[src/rtl/mutex_client_ctrl.sv]
// Core-side client of a hardware mutex: turns core lock/unlock requests into mutex pulses and responses.
// Optional wait-cycle counter enabled by defining MUTEX_CLIENT_WAIT_CNT_EN.
module mutex_client_ctrl #(
  parameter int MUTEX_MSG_W = 32,
  parameter int WAIT_CNT_W  = 16
) (
  input  logic                   clk_i,
  input  logic                   rst_i,
  input  logic                   core_req_i,
  input  logic                   core_op_i,
  input  logic [MUTEX_MSG_W-1:0] core_wdata_i,
  output logic                   core_gnt_o,
  output logic                   core_rvalid_o,
  output logic [MUTEX_MSG_W-1:0] core_rdata_o,
  output logic                   core_err_o,
  output logic                   lock_req_o,
  output logic                   unlock_req_o,
  output logic [MUTEX_MSG_W-1:0] mutex_msg_wdata_o,
  input  logic [MUTEX_MSG_W-1:0] mutex_msg_rdata_i,
  input  logic                   mutex_event_i,
  output logic [WAIT_CNT_W-1:0]  wait_cycles_o
);

  typedef enum logic [1:0] {
    IDLE,
    WAIT_EVT,
    MSG_RD,
    OWNED
  } state_t;

  state_t                   r_state;
  state_t                   w_state_nxt;
  logic                     r_rvalid;
  logic                     r_err;
  logic [MUTEX_MSG_W-1:0]   r_rdata;
  logic                     w_gnt;
  logic                     w_lock;
  logic                     w_unlock;
  logic                     w_resp_zero;
  logic                     w_resp_err;
  logic                     w_load_msg;

  // NOTE: every signal written here gets a default first, so no path leaves it unassigned and no latch is inferred.
  always_comb begin
    w_state_nxt = r_state;
    w_gnt       = 1'b0;
    w_lock      = 1'b0;
    w_unlock    = 1'b0;
    w_resp_zero = 1'b0;
    w_resp_err  = 1'b0;
    w_load_msg  = 1'b0;
    case (r_state)
      IDLE: begin
        if (core_req_i) begin
          w_gnt = 1'b1;
          if (!core_op_i) begin
            w_lock      = 1'b1;
            w_state_nxt = mutex_event_i ? MSG_RD : WAIT_EVT;
          end else begin
            w_resp_zero = 1'b1;
            w_resp_err  = 1'b1;
          end
        end
      end
      WAIT_EVT: begin
        if (mutex_event_i) w_state_nxt = MSG_RD;
      end
      MSG_RD: begin
        // The mutex message register is valid one cycle after the grant event.
        w_load_msg  = 1'b1;
        w_state_nxt = OWNED;
      end
      OWNED: begin
        if (core_req_i) begin
          w_gnt       = 1'b1;
          w_resp_zero = 1'b1;
          if (core_op_i) begin
            w_unlock    = 1'b1;
            w_state_nxt = IDLE;
          end else begin
            w_resp_err  = 1'b1;
          end
        end
      end
      default: w_state_nxt = IDLE;
    endcase
  end

  // NOTE: sequential state uses non-blocking assignments so all registers update together at the edge.
  always_ff @(posedge clk_i or posedge rst_i) begin
    if (rst_i) begin
      r_state  <= IDLE;
      r_rvalid <= 1'b0;
      r_err    <= 1'b0;
      r_rdata  <= '0;
    end else begin
      r_state  <= w_state_nxt;
      r_rvalid <= w_load_msg | w_resp_zero;
      r_err    <= w_resp_err;
      if (w_load_msg) begin
        r_rdata <= mutex_msg_rdata_i;
      end else if (w_resp_zero) begin
        r_rdata <= '0;
      end
    end
  end

  // Combinational handshakes are forced low while reset is held, even if a request is pending.
  assign core_gnt_o        = w_gnt & ~rst_i;
  assign lock_req_o        = w_lock & ~rst_i;
  assign unlock_req_o      = w_unlock & ~rst_i;
  assign mutex_msg_wdata_o = unlock_req_o ? core_wdata_i : '0;
  assign core_rvalid_o     = r_rvalid;
  assign core_err_o        = r_err;
  assign core_rdata_o      = r_rdata;

`ifdef MUTEX_CLIENT_WAIT_CNT_EN
  logic [WAIT_CNT_W-1:0] r_wait_cnt;
  logic [WAIT_CNT_W-1:0] r_wait_cycles;
  logic [WAIT_CNT_W-1:0] w_wait_inc;

  assign w_wait_inc = (&r_wait_cnt) ? r_wait_cnt : r_wait_cnt + WAIT_CNT_W'(1);

  always_ff @(posedge clk_i or posedge rst_i) begin
    if (rst_i) begin
      r_wait_cnt    <= '0;
      r_wait_cycles <= '0;
    end else begin
      if (w_lock) begin
        r_wait_cnt <= '0;
      end else if (r_state == WAIT_EVT) begin
        r_wait_cnt <= w_wait_inc;
      end
      // The event cycle itself counts as a waiting cycle.
      if (w_lock && mutex_event_i) begin
        r_wait_cycles <= '0;
      end else if (r_state == WAIT_EVT && mutex_event_i) begin
        r_wait_cycles <= w_wait_inc;
      end
    end
  end

  assign wait_cycles_o = r_wait_cycles;
`else
  assign wait_cycles_o = '0;
`endif

`ifdef SIM
  logic w_spurious_evt;
  assign w_spurious_evt = mutex_event_i & ~((r_state == WAIT_EVT) | w_lock);
`endif

endmodule

[config.mk]
export PLATFORM = sky130hd
export DESIGN_NAME = mutex_client_ctrl
export DESIGN_NICKNAME = d
export VERILOG_FILES = /design/src/rtl/mutex_client_ctrl.sv
export SDC_FILE = /design/constraint.sdc
export NUM_CORES = 1
export LEC_CHECK = 0
export CAP_MARGIN = 0
export CORE_UTILIZATION = 34
export DETAILED_ROUTE_END_ITERATION = 7
export GPL_ROUTABILITY_DRIVEN = 0
export HOLD_SLACK_MARGIN = 0.1
export PLACE_DENSITY = 0.85
export SLEW_MARGIN = 40
export SYNTH_ARGS = -nofsm -noshare
export SYNTH_HDL_FRONTEND = slang
export SYNTH_SLANG_ARGS = --single-unit
export TNS_END_PERCENT = 30
[constraint.sdc]
create_clock -name clk_i -period 2.69 [get_ports clk_i]
set_input_delay 0.538 -clock clk_i [delete_from_list [all_inputs] [get_ports clk_i]]
set_output_delay 0.538 -clock clk_i [all_outputs]
set_load 0.01 [all_outputs]
# Word level (Yosys, flattened, before mapping)
# Cells that the tools add are included.
[totals]
register_bits = 36
output_inout_bits = 85
wordCells = 42
[op_classes]
n_mux = 21
n_eq_ne = 8
n_reduce_logical = 4
bitwise_logic = 5
[ops]
columns = ["op", "count"]
rows = [
  ["32-bit two-way mux", 3],
  ["2-bit two-way mux", 6],
  ["2-bit inequality test, second input constant", 5],
  ["1-bit two-way mux", 9],
  ["2-bit one-hot mux with 4 select lines", 1],
  ["5-bit AND reduction", 1],
  ["2-bit == test, second input constant", 2],
  ["1-bit one-hot mux with 2 select lines", 2],
  ["1-bit bitwise AND", 3],
  ["2-bit by 1-bit == test with 1-bit output, second input constant", 1],
  ["2-bit logical NOT", 1],
  ["2-bit nonzero test", 1],
  ["2-bit OR reduction", 1],
  ["1-bit inverter", 1],
  ["1-bit OR", 1],
]

# Logic depth before layout (Yosys ltp)
# Gate-level depths: netlist (run 1).
[logic_depth]
ltp_word = 5
mapped_depth = 7

# Worst setup path after synthesis (run 1)
# No wires, ideal clock.
[synth_timing]
path_type = "input port to output port"
start = "input rst_i"
end = "output mutex_msg_wdata_o[22]"
required_time_ns = 2.152
arrival_ns = 1.676
stages = 4
slack_ns = 0.476
cell_sequence = "inv_2 and4_1 buf_2 and2_1"
[synth_via]
elab_chain_cells = 3
[synth_lines]
columns = ["element", "line_no", "source"]
rows = [
  ["start, declared", "8", "input logic rst_i,"],
  ["1-bit inverter", "111", "assign unlock_req_o = w_unlock & ~rst_i;"],
  ["1-bit bitwise AND", "111", ""],
  ["via unlock_req_o", "17", "output logic unlock_req_o,"],
  ["32-bit two-way mux", "112", "assign mutex_msg_wdata_o = unlock_req_o ? core_wdata_i : '0;"],
  ["end, declared", "18", "output logic [MUTEX_MSG_W-1:0] mutex_msg_wdata_o,"],
]
# The timed path passes the listed nets, and every way through them passes these cells.

# Worst setup path in the final report (run 1)
[layout_timing]
start = "input core_op_i"
end = "output mutex_msg_wdata_o[14]"
[layout_via]
elab_chain_cells = 5
[layout_lines]
columns = ["element", "line_no", "source"]
rows = [
  ["start, declared", "10", "input logic core_op_i,"],
  ["1-bit two-way mux", "77", "if (core_op_i) begin"],
  ["1-bit two-way mux", "74", "if (core_req_i) begin"],
  ["1-bit two-way mux", "52", "case (r_state)"],
  ["1-bit bitwise AND", "111", ""],
  ["32-bit two-way mux", "112", ""],
]
# Every way passes these cells.

==> reports/metrics.csv, run 1 <==
metric;value;unit
status;complete, no violations;
antenna_violating_nets_remaining;0;
die_y;74.62;um
mostFrequentLayoutCells;107 x sky130_fd_sc_hd__clkdlybuf4s50_1, 36 x sky130_fd_sc_hd__dfrtp_1, 32 x sky130_fd_sc_hd__a22o_1, 32 x sky130_fd_sc_hd__and2_1, 27 x sky130_fd_sc_hd__dlymetal6s2s_1;
clock_tree_from_tritoncts;yes;
count_of_unique_library_cells_instantiated_by_yosys;23;
final_layout_size_suffix_gt1_frac;0.06734;
postRouteWirelength;4937;um
synth_sequential_area_ratio;0.5024;
post-route-period-util;0.9786;
globalRoute.totalOverflow;0;
grt_start_max_net_pins;37;
internal-power;1846;uW
core_region_area;0.005107;mm2
powerDensity;851.4;mW/mm2
max_slew_vio_count;0;
die_w;74.62;um
final_common_cell;sky130_fd_sc_hd__clkdlybuf4s50_1;
start_kind;primary input;
cp_max_fo;33;
initial_core_util;0.3511;
clk_transition_reported_paths;0.07;ns
critical_path.cell_chain;clkdlybuf4s50_1 > and4_4 > buf_12 > and2_1 > clkdlybuf4s50_1;
number_of_antenna_violations_at_the_first_check_in_global_routing;0;
setup_total_negative_slack;0;ns
cp.required;2.15;ns
hold_buffers;0;
synth.avg_cell_area;11.49;um2
cts.repair_timing.setup_buffer_count;0;
longest_individual_stage_delay_on_the_worst_path;0.53;ns
antenna_cells;0;
clock_path_buffers;2;
clock-root-buffer;sky130_fd_sc_hd__clkbuf_8;
worstHoldPathType;reg -> reg;
fin_skew;0.01208;ns
design_power_total;2843;uW
grt_setup_unrepaired;no;
syn_to_final_growth;86.25;%
wl_per_cell;13.45;um
worstRegToRegCells;7;
filler_cell_count;411;
count_of_maximum_capacitance_violations;0;
global_route_wire_length_before_repair;6741;um
power.combinational.fraction;0.539;
route.vias.total;1615;
layout_min_cycle_time;2.632;ns
drt_iter0_markers;43;
setup_violations;0;
netlist_instances;156;
worst_skew_pair.late_latency;0.28;ns
placement.io_buffers;137;
static_leakage_power;0.001949;uW
cts.sinks;36;
die_area;0.005568;mm2
tritoncts.num_buffers;5;
critical_path_arrival;2.09;ns
synthesis.yosys.warnings;0;
placed_wire_length_estimate;3686;um
achievable-frequency;0.3799;GHz
rows;26;
power_frac_seq;0.330;
drc;0;
first_global_vias;1479;
power.ir.vdd_worst;0.5716;mV
gr-usage-all-layers;0.1629;
cpMostUsedCell;sky130_fd_sc_hd__clkdlybuf4s50_1;
synth.ff_latch_count;36;
final_hold_viol_count;0;
count_of_cells_along_the_worst_hold_path;1;
drt_pre_antenna_iters;4;
boundaryPins;154;
h_tree_depth;2;
critPathSlowestCell;sky130_fd_sc_hd__clkdlybuf4s50_1;
criticalPathCategory;in -> out;
worst_setup_path_end_kind;output pin;
swShare;0.3507;
post_synthesis_cell_area;0.001793;mm2
finish.net_count;370;
power.clock.fraction;0.131;
power.switching;997.1;uW
detail_route.vias_per_cell;4.401;
repair_timing:
item                       CTS  global route
pin swaps                    1             0
setup endpoints to repair    1            29
resized for setup            3            28
routing by layer:
layer / GRT usage / wire, um
met4: 0.04403 / 27
met2: 0.2893 / 2424
met5: 0 / 0
met1: 0.1857 / 1911
met3: 0.05756 / 575
flip-flops by register name, indices dropped and copies added, names as in the netlist:
register and flops:
core_rvalid_o 1, core_rdata_o 32, r_state 2, core_err_o 1
critical path: cells and delay by family:
family	cells	cell delay, ns
buf+inv	3	1.18
simple gates	2	0.37
logic make-up after synthesis:
group / Yosys count / synth area share
adders and majority gates: 5 / 0.03489
buffers and inverters: 31 / 0.1137
DFF: 36 / 0.5024
other: 1 / 0.002092
AOI/OAI and AO/OA: 36 / 0.1717
muxes: 4 / 0.02233
and+or+nand+nor: 43 / 0.1528
cell usage after synthesis, drive strengths merged:
| cell type | count | area [um2] |
|---|---|---|
| dfrtp | 36 | 900.9 |
| a22o | 32 | 280.3 |
| and2 | 32 | 200.2 |
| buf | 23 | 173.9 |
| ha | 5 | 62.56 |
| inv | 5 | 18.77 |
| mux2i | 4 | 40.04 |
| nor2 | 4 | 25.03 |
| clkbuf | 3 | 11.26 |
| a21oi | 2 | 10.01 |
| nand2 | 2 | 7.510 |
| nand2b | 2 | 12.51 |
| and4 | 1 | 8.760 |
| and4bb | 1 | 12.51 |
| conb | 1 | 3.750 |
| nor3b | 1 | 7.510 |
| o21ai | 1 | 5.000 |
| o22ai | 1 | 12.51 |
stage by stage:
stage | util | setup slack [ns] | hold slack, ns | cell area [um2] | std cells
CTS | 0.6401 | 0.006647 | 0.5030 | 3269 | 367
detailed placement | 0.6242 | -0.02271 | 0.4822 | 3188 | 359
floorplan | - | 0.4759 | 0.4996 | 1849 | 171
global route | 0.6538 | 0.001460 | 0.5151 | 3339 | 367
global placement | 0.6242 | 0.01380 | 0.4790 | 3188 | 359
finish | 0.6538 | 0.05761 | 0.4991 | 3339 | 367
power groups by stage:
stage	Combinational [uW]	Sequential [uW]	Clock, uW
after floorplan	749	1040	0
after global placement	1520	935	0
after detailed placement	1550	939	0
after CTS	1550	939	386
after global routing	1660	970	409
final	1530	937	372
cell type report:
type | instances | area (um2) | share of cell area
Clock buffer | 7 | 76.32 | 0.02286
Multi-Input combinational cell | 104 | 747.0 | 0.2237
Sequential cell | 36 | 900.9 | 0.2698
Inverter | 5 | 18.77 | 0.005620
Clock inverter | 1 | 8.758 | 0.002623
Timing Repair Buffer | 144 | 1500 | 0.4492
Tap cell | 70 | 87.58 | 0.02623
path summary, 6_finish.rpt:
| path | start | slack, ns | end |
|---|---|---|---|
| worst max-delay path | core_op_i | 0.06 | mutex_msg_wdata_o[14] |
| worst min-delay path | core_rdata_o[4] | 0.50 | core_rdata_o[4] |
| worst max register to register | r_state[0] | 0.87 | core_rdata_o[7] |
| worst min register to register | core_rdata_o[4] | 0.50 | core_rdata_o[4] |
| max in group asynchronous | rst_i | 1.65 | core_rdata_o[19] |
| min in group asynchronous | rst_i | 0.71 | core_rdata_o[10] |
Power figures use the tool's default switching activity.
==> inputs of run 2 (changes only) <==
Settings changed: CELL_PAD_IN_SITES_DETAIL_PLACEMENT set to 2, CELL_PAD_IN_SITES_GLOBAL_PLACEMENT set to 2, CORE_UTILIZATION 34 to 18, PLACE_DENSITY 0.85 to not set, PLACE_DENSITY_LB_ADDON set to 0.1.
==> reports/metrics.csv, run 2 (synthesized netlist as in run 1, its figures left out) <==
metric;value;unit
mostFrequentLayoutCells;105 x sky130_fd_sc_hd__clkdlybuf4s50_1, 36 x sky130_fd_sc_hd__dfrtp_1, 32 x sky130_fd_sc_hd__a22o_1, 32 x sky130_fd_sc_hd__and2_1, 23 x sky130_fd_sc_hd__dlygate4sd2_1;
cts.sinks;36;
drt_pre_antenna_iters;4;
hold-worst-slack;0.4969;ns
worstRegToRegCells;7;
fin_skew;0.008353;ns
number_of_antenna_violations_at_the_first_check_in_global_routing;0;
final_hold_viol_count;0;
final_common_cell;sky130_fd_sc_hd__clkdlybuf4s50_1;
setup_total_negative_slack;0;ns
placement.io_buffers;137;
static_leakage_power;0.001714;uW
power.ir.vdd_worst;0.3572;mV
hold_buffers;0;
clock_tree_from_tritoncts;yes;
die_w;101.8;um
worstHoldPathType;reg -> reg;
setup_violations;0;
grt_setup_unrepaired;no;
holdPathEnd;core_rdata_o[10];
die_area;0.01036;mm2
final_layout_size_suffix_gt1_frac;0.07071;
clock_path_buffers;2;
achievable-frequency;0.3931;GHz
post-route-period-util;0.9458;
grt_start_max_net_pins;37;
clk_transition_reported_paths;0.07;ns
wl_per_cell;15.77;um
finish.instance_area;0.003357;mm2
status;complete, no violations;
antenna_violating_nets_remaining;0;
initial_core_util;0.1843;
max_slew_vio_count;0;
worst_reg2reg_startpoint;r_state[0];
antenna_cells;0;
worst_skew_pair.late_latency;0.28;ns
rows;36;
cp_max_fo;33;
critical_path_arrival;2.01;ns
clock-root-buffer;sky130_fd_sc_hd__clkbuf_8;
criticalPathCategory;in -> out;
globalRoute.totalOverflow;0;
first_global_vias;1785;
worstHoldStart;core_rdata_o[10];
count_of_cells_along_the_worst_hold_path;1;
gr-usage-all-layers;0.1300;
worst_setup_path_end_kind;output pin;
h_tree_depth;2;
start_kind;primary input;
placed_wire_length_estimate;5180;um
syn_to_final_growth;87.23;%
cp.required;2.15;ns
global_route_wire_length_before_repair;10230;um
core_region_area;0.009729;mm2
boundaryPins;154;
layout_min_cycle_time;2.544;ns
count_of_maximum_capacitance_violations;0;
route.vias.total;1668;
largest_reg_flops;32;
drt_iter0_markers;22;
powerDensity;866.6;mW/mm2
postRouteWirelength;6783;um
tritoncts.num_buffers;5;
detail_route.vias_per_cell;3.879;
r2r_slack;0.85;ns
drc;0;
worst_r2r_endpoint;core_rdata_o[15];
place_area;0.003267;mm2
finish.net_count;370;
die_y;101.8;um
-- run 2: cell types whose count changed in the layout (fill, tap and decap cells not counted), sizes merged --
cell / delta
clkinv: -1
dlygate4sd2: +20
clkdlybuf4s50: -2
clkinvlp: +1
dlymetal6s2s: -18
-- run 2: how the worst max path moves through the flow --
stage               startpoint                    end  cells past startpoint
detailed placement       rst_i  mutex_msg_wdata_o[28]                      6
global route             rst_i           unlock_req_o                      5
floorplan                rst_i  mutex_msg_wdata_o[22]                      4
CTS                      rst_i   mutex_msg_wdata_o[9]                      6
global placement         rst_i  mutex_msg_wdata_o[28]                      6
finish                   rst_i           unlock_req_o                      5
-- run 2: layout make-up --
cell class                 count  area, um2
multi-input combinational    104      747.0
inverter                       5      18.77
tap                          133      166.4
fill                        1067       6372
sequential                    36      900.9
clock inverter                 1      7.507
timing repair buffer         144       1430
clock buffer                   7      86.33
-- run 2: power by group --
| part | total (uW) | switching [uW] | internal [uW] |
|---|---|---|---|
| Sequential | 936 | 139 | 797 |
| Clock | 401 | 193 | 208 |
| Combinational | 1570 | 711 | 860 |
-- run 2: metal layers --
metal,GRT usage,vias to the layer above,share of wire,wire length (um)
met5,0,-,0,0
met4,0.01672,0,0.0028,19
met3,0.04141,2,0.077,522
met2,0.2302,78,0.52,3519
met1,0.1573,806,0.40,2721
li1,-,782,-,-
-- run 2: per-stage QoR --
step             util  total power, uW  cells  worst slack [ns]
2_1_floorplan       -             1789    171            0.4759
3_3_place_gp   0.3358             2535    422          -0.02367
3_5_place_dp   0.3358             2549    422          -0.04986
4_1_cts        0.3427             2975    430           0.01899
5_1_grt        0.3450             3142    430           0.09488
6_report       0.3450             2909    430            0.1459
-- run 2: what timing repair did --
action / 4_1_cts / 5_1_grt
resized for setup: 24 / 9
setup buffers: 0 / 0
pin swaps: 0 / 0
setup endpoints to repair: 26 / 9
-- run 2: worst max-delay path, stage by stage --
cell	delay (ns)
sky130_fd_sc_hd__clkdlybuf4s50_1	0.45
sky130_fd_sc_hd__inv_2	0.07
sky130_fd_sc_hd__and4_4	0.23
sky130_fd_sc_hd__buf_12	0.16
sky130_fd_sc_hd__clkdlybuf4s50_1	0.55
==> inputs of run 3 (changes only) <==
Settings changed: CORE_MARGIN set to 10.
==> reports/metrics.csv, run 3 (synthesized netlist as in run 1, its figures left out) <==
metric;value;unit
tritoncts.num_buffers;5;
postRouteWirelength;8153;um
die_area;0.01435;mm2
drt_iter0_markers;56;
status;complete, no violations;
clk_transition_reported_paths;0.07;ns
clock_tree_from_tritoncts;yes;
core_region_area;0.009729;mm2
filler_cell_count;1090;
wl_per_cell;18.83;um
first_global_vias;1928;
power_frac_seq;0.304;
count_of_cells_along_the_worst_hold_path;1;
clock_path_buffers;2;
drc;0;
grt_setup_unrepaired;yes;
placed_wire_length_estimate;6492;um
largest_reg_flops;32;
worst_setup_path_end_kind;output pin;
die_w;119.8;um
fin_skew;0.004158;ns
global_route_wire_length_before_repair;12190;um
initial_core_util;0.1843;
start_kind;primary input;
powerDensity;898.3;mW/mm2
power.ir.vdd_worst;0.3361;mV
max_slew_vio_count;0;
mostFrequentLayoutCells;106 x sky130_fd_sc_hd__clkdlybuf4s50_1, 36 x sky130_fd_sc_hd__dfrtp_1, 32 x sky130_fd_sc_hd__a22o_1, 32 x sky130_fd_sc_hd__and2_1, 17 x sky130_fd_sc_hd__dlygate4sd2_1;
rows;36;
critical_path.startpoint;rst_i;
clock-root-buffer;sky130_fd_sc_hd__clkbuf_8;
drt_pre_antenna_iters;3;
holdPathEnd;core_rdata_o[18];
cp.required;2.15;ns
cts.repair_timing.setup_buffer_count;0;
final_layout_size_suffix_gt1_frac;0.08333;
finish.cell_count_without_fillers;433;
final_hold_viol_count;0;
worstHoldStart;core_rdata_o[18];
layout_min_cycle_time;2.676;ns
grt_start_max_net_pins;37;
placement.io_buffers;137;
swShare;0.3514;
post-route-period-util;0.9949;
die_y;119.8;um
placedCellCount;424;
power.combinational.fraction;0.521;
finish.net_count;373;
hold_buffers;0;
worst_skew_pair.late_latency;0.29;ns
worst_reg2reg_startpoint;r_state[0];
syn_to_final_growth;91.07;%
worstHoldPathType;reg -> reg;
internal-power;1996;uW
hold-worst-slack;0.4983;ns
power.clock.fraction;0.175;
gr-usage-all-layers;0.1087;
achievable-frequency;0.3736;GHz
criticalPathCategory;in -> out;
antenna_cells;0;
worstRegToRegCells;7;
static_leakage_power;0.001812;uW
antenna_violating_nets_remaining;0;
setup_violations;0;
cp_max_fo;10;
boundaryPins;154;
h_tree_depth;2;
number_of_antenna_violations_at_the_first_check_in_global_routing;0;
final_common_cell;sky130_fd_sc_hd__clkdlybuf4s50_1;
r2r_slack;0.86;ns
detail_route.vias_per_cell;4.002;
worst_r2r_endpoint;core_rdata_o[8];
critical_path_arrival;2.14;ns
route.vias.total;1733;
power.switching;1081;uW
globalRoute.totalOverflow;0;
design_power_total;3077;uW
count_of_maximum_capacitance_violations;0;
cts.sinks;36;
run 3: layer usage:
metal  global-route usage  wire length, um  vias up
met5                    0                0        -
met4              0.02715               72        0
met3              0.05907              869        5
met2               0.1609             3506      100
met1               0.1347             3705      839
li1                     -                -      789
run 3: worst max path at each step:
| stage | end | slack (ns) | depth (start not counted) |
|---|---|---|---|
| 2_1_floorplan | mutex_msg_wdata_o[22] | 0.48 | 4 |
| 3_5_place_dp | mutex_msg_wdata_o[7] | -0.04 | 6 |
| 5_1_grt | mutex_msg_wdata_o[25] | -0.06 | 6 |
| 4_1_cts | mutex_msg_wdata_o[15] | -0.02 | 6 |
| 3_3_place_gp | mutex_msg_wdata_o[30] | -0.008 | 6 |
| 6_report | mutex_msg_wdata_o[25] | 0.01 | 6 |
run 3: metrics by stage:
step                worst slack (ns)   TNS, ns  utilization  cell area, um2
detailed placement          -0.04098   -0.3693       0.3360            3269
global route                -0.06029  -0.06029       0.3521            3426
global placement           -0.008356  -0.02527       0.3360            3269
CTS                         -0.02090  -0.07257       0.3472            3378
floorplan                     0.4759         0            -            1849
finish                       0.01360         0       0.3521            3426
run 3: final cells by class:
class,instances,area (um2),share of cell area
clock buffers,7,96.34,0.02812
clock inverters,1,30.03,0.008766
inverters,5,18.77,0.005478
multi-input cells,104,745.7,0.2177
flip-flops and latches,36,900.9,0.2630
well taps,133,166.4,0.04858
repair buffers,147,1468,0.4284
run 3: timing repair:
action,in CTS,in global routing
setup endpoints to repair,28,15
resized for setup,18,18
gates cloned,0,1
run 3: critical path, stage by stage:
cell	delay (ns)
sky130_fd_sc_hd__clkdlybuf4s50_1	0.45
sky130_fd_sc_hd__inv_2	0.07
sky130_fd_sc_hd__and4_2	0.26
sky130_fd_sc_hd__buf_4	0.16
sky130_fd_sc_hd__and2_1	0.12
sky130_fd_sc_hd__clkdlybuf4s50_1	0.53
run 3: power by group through the flow:
stage	clock (uW)	sequential (uW)	combinational [uW]
2_1_floorplan	0	1040	749
4_1_cts	564	942	1650
3_5_place_dp	0	940	1650
6_report	538	936	1600
5_1_grt	588	978	1760
3_3_place_gp	0	932	1630
